<file path="config.mk">
export PLATFORM = sky130hd
export DESIGN_NAME = ifft_butterfly_pipe
export DESIGN_NICKNAME = d
export VERILOG_FILES = /design/src/rtl/ifft_butterfly_pipe.sv
export SDC_FILE = /design/constraint.sdc
export NUM_CORES = 2
export LEC_CHECK = 0
export CORE_MARGIN = 3
export CORE_UTILIZATION = 40
export DETAILED_ROUTE_END_ITERATION = 7
export HOLD_SLACK_MARGIN = 0.12
export PLACE_DENSITY = 0.53
export SYNTH_ARGS = -nofsm -noshare
export SYNTH_HDL_FRONTEND = slang
export SYNTH_SLANG_ARGS = --single-unit
</file>
<file path="constraint.sdc">
create_clock -name clk -period 9.3 [get_ports clk]
set_clock_uncertainty 0.05 [all_clocks]
set_input_delay 1.395 -clock clk [delete_from_list [all_inputs] [get_ports clk]]
set_output_delay 1.395 -clock clk [all_outputs]
set_load 0.005 [all_outputs]
</file>
<file path="src/rtl/ifft_butterfly_pipe.sv">
// Inverse radix-2 butterfly, two-stage valid/ready pipeline.
// Recovers a = (x+y)/2 and b = conj(w)*(x-y)/2 from a forward butterfly.
//
// Ports:
//   clk        rising-edge clock
//   reset      asynchronous active-high reset
//   in_valid   input pair present
//   in_ready   pair accepted this cycle (combinational, independent of in_valid)
//   x, y, w    sum sample, difference sample, forward twiddle {re,im} Q1.15
//   out_valid  output pair present
//   out_ready  downstream accepts the output pair
//   a_out      recovered top operand {re,im} Q1.15
//   b_out      recovered bottom operand {re,im} Q1.15
//   count      output transfers since reset, wraps mod 2^16
//
// Build option:
//   IBFLY_ROUND_EN  round-half-up product scaling instead of truncation
module ifft_butterfly_pipe (
    input  logic        clk,
    input  logic        reset,
    input  logic        in_valid,
    output logic        in_ready,
    input  logic [31:0] x,
    input  logic [31:0] y,
    input  logic [31:0] w,
    output logic        out_valid,
    input  logic        out_ready,
    output logic [31:0] a_out,
    output logic [31:0] b_out,
    output logic [15:0] count
);

    // Q2.30 product back to Q1.15
    function automatic logic [15:0] f_p(input logic signed [31:0] p);
        logic signed [31:0] t;
`ifdef IBFLY_ROUND_EN
        t = p + 32'sd16384;
`else
        t = p;
`endif
        return t[30:15];
    endfunction

    // Stage 1: 17-bit sum/difference, halved so it can never overflow
    logic [16:0] w_sr;
    logic [16:0] w_si;
    logic [16:0] w_dr;
    logic [16:0] w_di;

    assign w_sr = {x[31], x[31:16]} + {y[31], y[31:16]};
    assign w_si = {x[15], x[15:0]}  + {y[15], y[15:0]};
    assign w_dr = {x[31], x[31:16]} - {y[31], y[31:16]};
    assign w_di = {x[15], x[15:0]}  - {y[15], y[15:0]};

    logic        r_s1_valid;
    logic [15:0] r_sr;
    logic [15:0] r_si;
    logic [15:0] r_dr;
    logic [15:0] r_di;
    logic [31:0] r_w;

    logic        r_out_valid;
    logic [31:0] r_a;
    logic [31:0] r_b;
    logic [15:0] r_count;

    logic        w_s1_adv;
    logic        w_out_xfer;

    assign w_s1_adv   = r_s1_valid && (!r_out_valid || out_ready);
    assign w_out_xfer = r_out_valid && out_ready;
    assign in_ready   = !r_s1_valid || w_s1_adv;

    always_ff @(posedge clk or posedge reset) begin
        if (reset) begin
            r_s1_valid <= 1'b0;
            r_sr       <= 16'd0;
            r_si       <= 16'd0;
            r_dr       <= 16'd0;
            r_di       <= 16'd0;
            r_w        <= 32'd0;
        end else begin
            if (in_ready)
                r_s1_valid <= in_valid;
            if (in_valid && in_ready) begin
                r_sr <= w_sr[16:1];
                r_si <= w_si[16:1];
                r_dr <= w_dr[16:1];
                r_di <= w_di[16:1];
                r_w  <= w;
            end
        end
    end

    // Stage 2: conj(w) * d
    logic signed [31:0] w_p_rr;
    logic signed [31:0] w_p_ii;
    logic signed [31:0] w_p_ir;
    logic signed [31:0] w_p_ri;
    logic        [15:0] w_br;
    logic        [15:0] w_bi;

    assign w_p_rr = $signed(r_dr) * $signed(r_w[31:16]);
    assign w_p_ii = $signed(r_di) * $signed(r_w[15:0]);
    assign w_p_ir = $signed(r_di) * $signed(r_w[31:16]);
    assign w_p_ri = $signed(r_dr) * $signed(r_w[15:0]);

    // Combining add/sub wraps mod 2^16
    assign w_br = f_p(w_p_rr) + f_p(w_p_ii);
    assign w_bi = f_p(w_p_ir) - f_p(w_p_ri);

    always_ff @(posedge clk or posedge reset) begin
        if (reset) begin
            r_out_valid <= 1'b0;
            r_a         <= 32'd0;
            r_b         <= 32'd0;
        end else if (w_s1_adv) begin
            r_out_valid <= 1'b1;
            r_a         <= {r_sr, r_si};
            r_b         <= {w_br, w_bi};
        end else if (out_ready) begin
            r_out_valid <= 1'b0;
        end
    end

    always_ff @(posedge clk or posedge reset) begin
        if (reset)
            r_count <= 16'd0;
        else if (w_out_xfer)
            r_count <= r_count + 16'd1;
    end

    assign out_valid = r_out_valid;
    assign a_out     = r_a;
    assign b_out     = r_b;
    assign count     = r_count;

endmodule
</file>
==> metrics.txt <==
post-layout net count 6,768; data required time of the worst path 9.71 ns; deepest clock path buffer count 2; vias in the first global route 35,600; antenna violations before repair 8; clock-pin slew on the worst setup and hold paths about 0.080 ns; number of enable flip-flop cells after synthesis 0; Critical Path Source Type register; CTS tree done; arrival time of data at the critical path endpoint 9.18 ns; die area 122,000 um^2; slew margin rel. 0.198; height of the die 350 um; count of port buffers added during placement 181; number of CTS-inserted buffers 17; effective utilization at floorplan 0.405; syn_nets 6,691; first-pass GRT wire length around 200,000 um; Max Fclk 114 MHz; Final setup viols 0; hold depth 2; core region area 117,000 um^2; setup tns final 0 ns; number of routed nets with antenna violations 0; number of post-CTS setup repair buffers 0; worst r2r src r_w[21]; HPWL Detailed 100,000 um; critical path buffer and inverter count 5; combined global-route utilization of all metal layers 0.211; Warnings, synthesis 0; RSZ-0062 raised after global routing false; via count 33,200; post-layout util 0.443; number of DRC violations after detailed routing 0; crit path setup slack, layout 0.524 ns; wire per inst 17.9 um; TritonRoute pass-1 iters 5; number of distinct standard cells referenced by the synthesized netlist 74; share of final-layout standard cells stronger than drive strength 1 0.0407; minimum hold slack ~0.43 ns; flop-to-flop setup slack 0.52 ns; Setup WS pre-CTS 0.591 ns; count of pins on the block boundary about 180; detail-routed via count per cell 4.90; Top delay family on crit path adder cells; clk root buf clkbuf_16; Area growth syn-to-layout 9.29%; slowest stage delay, CP 0.62 ns; hold bufs inserted after CTS 0; result of the run finished clean; WHS Endpoint b_out[13]; H-tree level count 4; global route total overflow 0; combined area of all synthesized cells between 40,000 and 50,000 um^2; number of hold-slack violations in the final timing report 0; dominant cell type by count on the critical path fa_1; die span in x around 350 um; CP Max Fanout 20; last weighted congestion value of the routability-driven placer around 0.85; commonest non-fill, non-tap cell in the layout inv_1; kind of critical path register to register; total count of max-transition violations in the final report 0; endpoint kind of the worst setup timing path register; synthesis-stage register bit count 178; length in cells of the worst reg-to-reg path 33; R2R Path End b_out[31]; async set-or-reset flop fraction in the synthesized netlist 1.00; iteration-0 DRC count of the detailed router 1,652; shortest clock period the worst path allows after layout 8.78 ns; routed wire length 121,000 um; portion of the post-synthesis area used by sequential elements 0.0942; Max Cap Viol 0; register cell area after layout 4460 um^2; sinks on the clock net 178; startpoint of the most critical hold path b_out[13]; commonest cells after routing, fill and taps aside inv_1, fa_1, nand2_1, and2_1, ha_1; maximum number of pins on one net before global-route repair 79; clock latency reported for the late side of the worst-skew pair 0.54 ns; fillcell total 11,500; Top FF cell, synth dfrtp_1; measured slew at the worst slew-check pin 1.19 ns; mean instance size in the synthesized netlist 9.15 um^2; crit path max-delay cell type dfrtp_1; Worst Hold Class register to register; PostCTS Resize Cnt 0; footprint of the multi-input gates between 30,000 and 40,000 um^2; Cells after Synth about 5,200; final critical-path share of the clock period 0.944; Site Rows 125
==> cells in the mapped netlist (all sizes together), types with 10 or more instances <==
master / n / area share
a211oi: 12 / 0.0021
mux2: 36 / 0.0086
nor3: 38 / 0.0040
o21bai: 25 / 0.0040
nor2: 128 / 0.010
o211ai: 11 / 0.0019
and2: 451 / 0.060
dfrtp: 178 / 0.094
o31ai: 16 / 0.0029
nand4: 14 / 0.0020
nor2b: 29 / 0.0038
xnor2: 142 / 0.026
xor2: 41 / 0.0076
ha: 399 / 0.11
clkbuf: 225 / 0.018
or3: 10 / 0.0013
a21oi: 102 / 0.011
fa: 1026 / 0.43
nand3: 23 / 0.0024
inv: 1210 / 0.096
a31oi: 17 / 0.0022
nand2: 721 / 0.057
a21o: 27 / 0.0043
o21a: 14 / 0.0022
nand2b: 42 / 0.0056
o21ai: 133 / 0.014
==> worst register-to-register path, delay by kind of cell, from the launching register on <==
family | cells | cell delay (ns)
AND/OR/NAND/NOR | 5 | 1.11
AO/OA/AOI/OAI | 12 | 2.49
adder cells (fa/ha/maj) | 8 | 3.14
flip-flops | 1 | 0.62
buffers and inverters | 5 | 0.57
XOR/XNOR | 3 | 0.73
==> kinds of logic (layout without fill, tap and decap cells) <==
logic type      after synthesis  after routing  synth area share
mux                          36             36           0.00858
buf+inv                    1444           1534             0.115
compound gates              410            410            0.0567
xor+xnor                    184            184            0.0344
simple gates               1489           1489             0.151
fa+ha+maj                  1425           1425             0.540
flops                       178            178            0.0942
other cells                   0              3                 0
==> state kept, by name, summed over array words and instances, names as in the netlist <==
signal      flops
r_si           16
r_dr           16
count          16
r_di           16
a_out          32
r_w            32
r_sr           16
r_s1_valid      1
out_valid       1
b_out          32
==> per-stage QoR <==
step                instance area (um^2)  instances
finish                             51700       6783
global route                       51700       6780
CTS                                51600       6780
detailed placement                 51000       6748
global placement                   51000       6748
floorplan                          47300       5166
==> layout make-up <==
cell class,count,area share
Antenna cell,3,0.000145
Clock inverter,15,0.00378
Timing Repair Buffer,291,0.0523
Tap cell,1524,0.0369
Multi-Input combinational cell,3544,0.724
Clock buffer,17,0.00824
Sequential cell,178,0.0862
Inverter,1211,0.0881
==> layer usage <==
layer  global-route usage  routed length [um]
met1                0.299               56100
met2                0.345               57300
met3               0.0236                5010
met4               0.0526                2730
met5                    0                  43
==> worst max-delay path by stage <==
| stage | slack, ns | from | depth (start not counted) | endpoint |
|---|---|---|---|---|
| floorplan | 1.19 | r_w[17] | 32 | b_out[31] |
| global placement | 0.70 | r_w[22] | 33 | b_out[31] |
| detailed placement | 0.59 | r_dr[5] | 32 | b_out[31] |
| CTS | 0.55 | r_w[1] | 32 | b_out[15] |
| global route | 0.03 | r_w[2] | 33 | b_out[30] |
| finish | 0.52 | r_w[21] | 33 | b_out[31] |
Power is left out: the tool's default activity adds up to more than one toggle a clock period on the data nets, which glitch-free logic cannot reach.
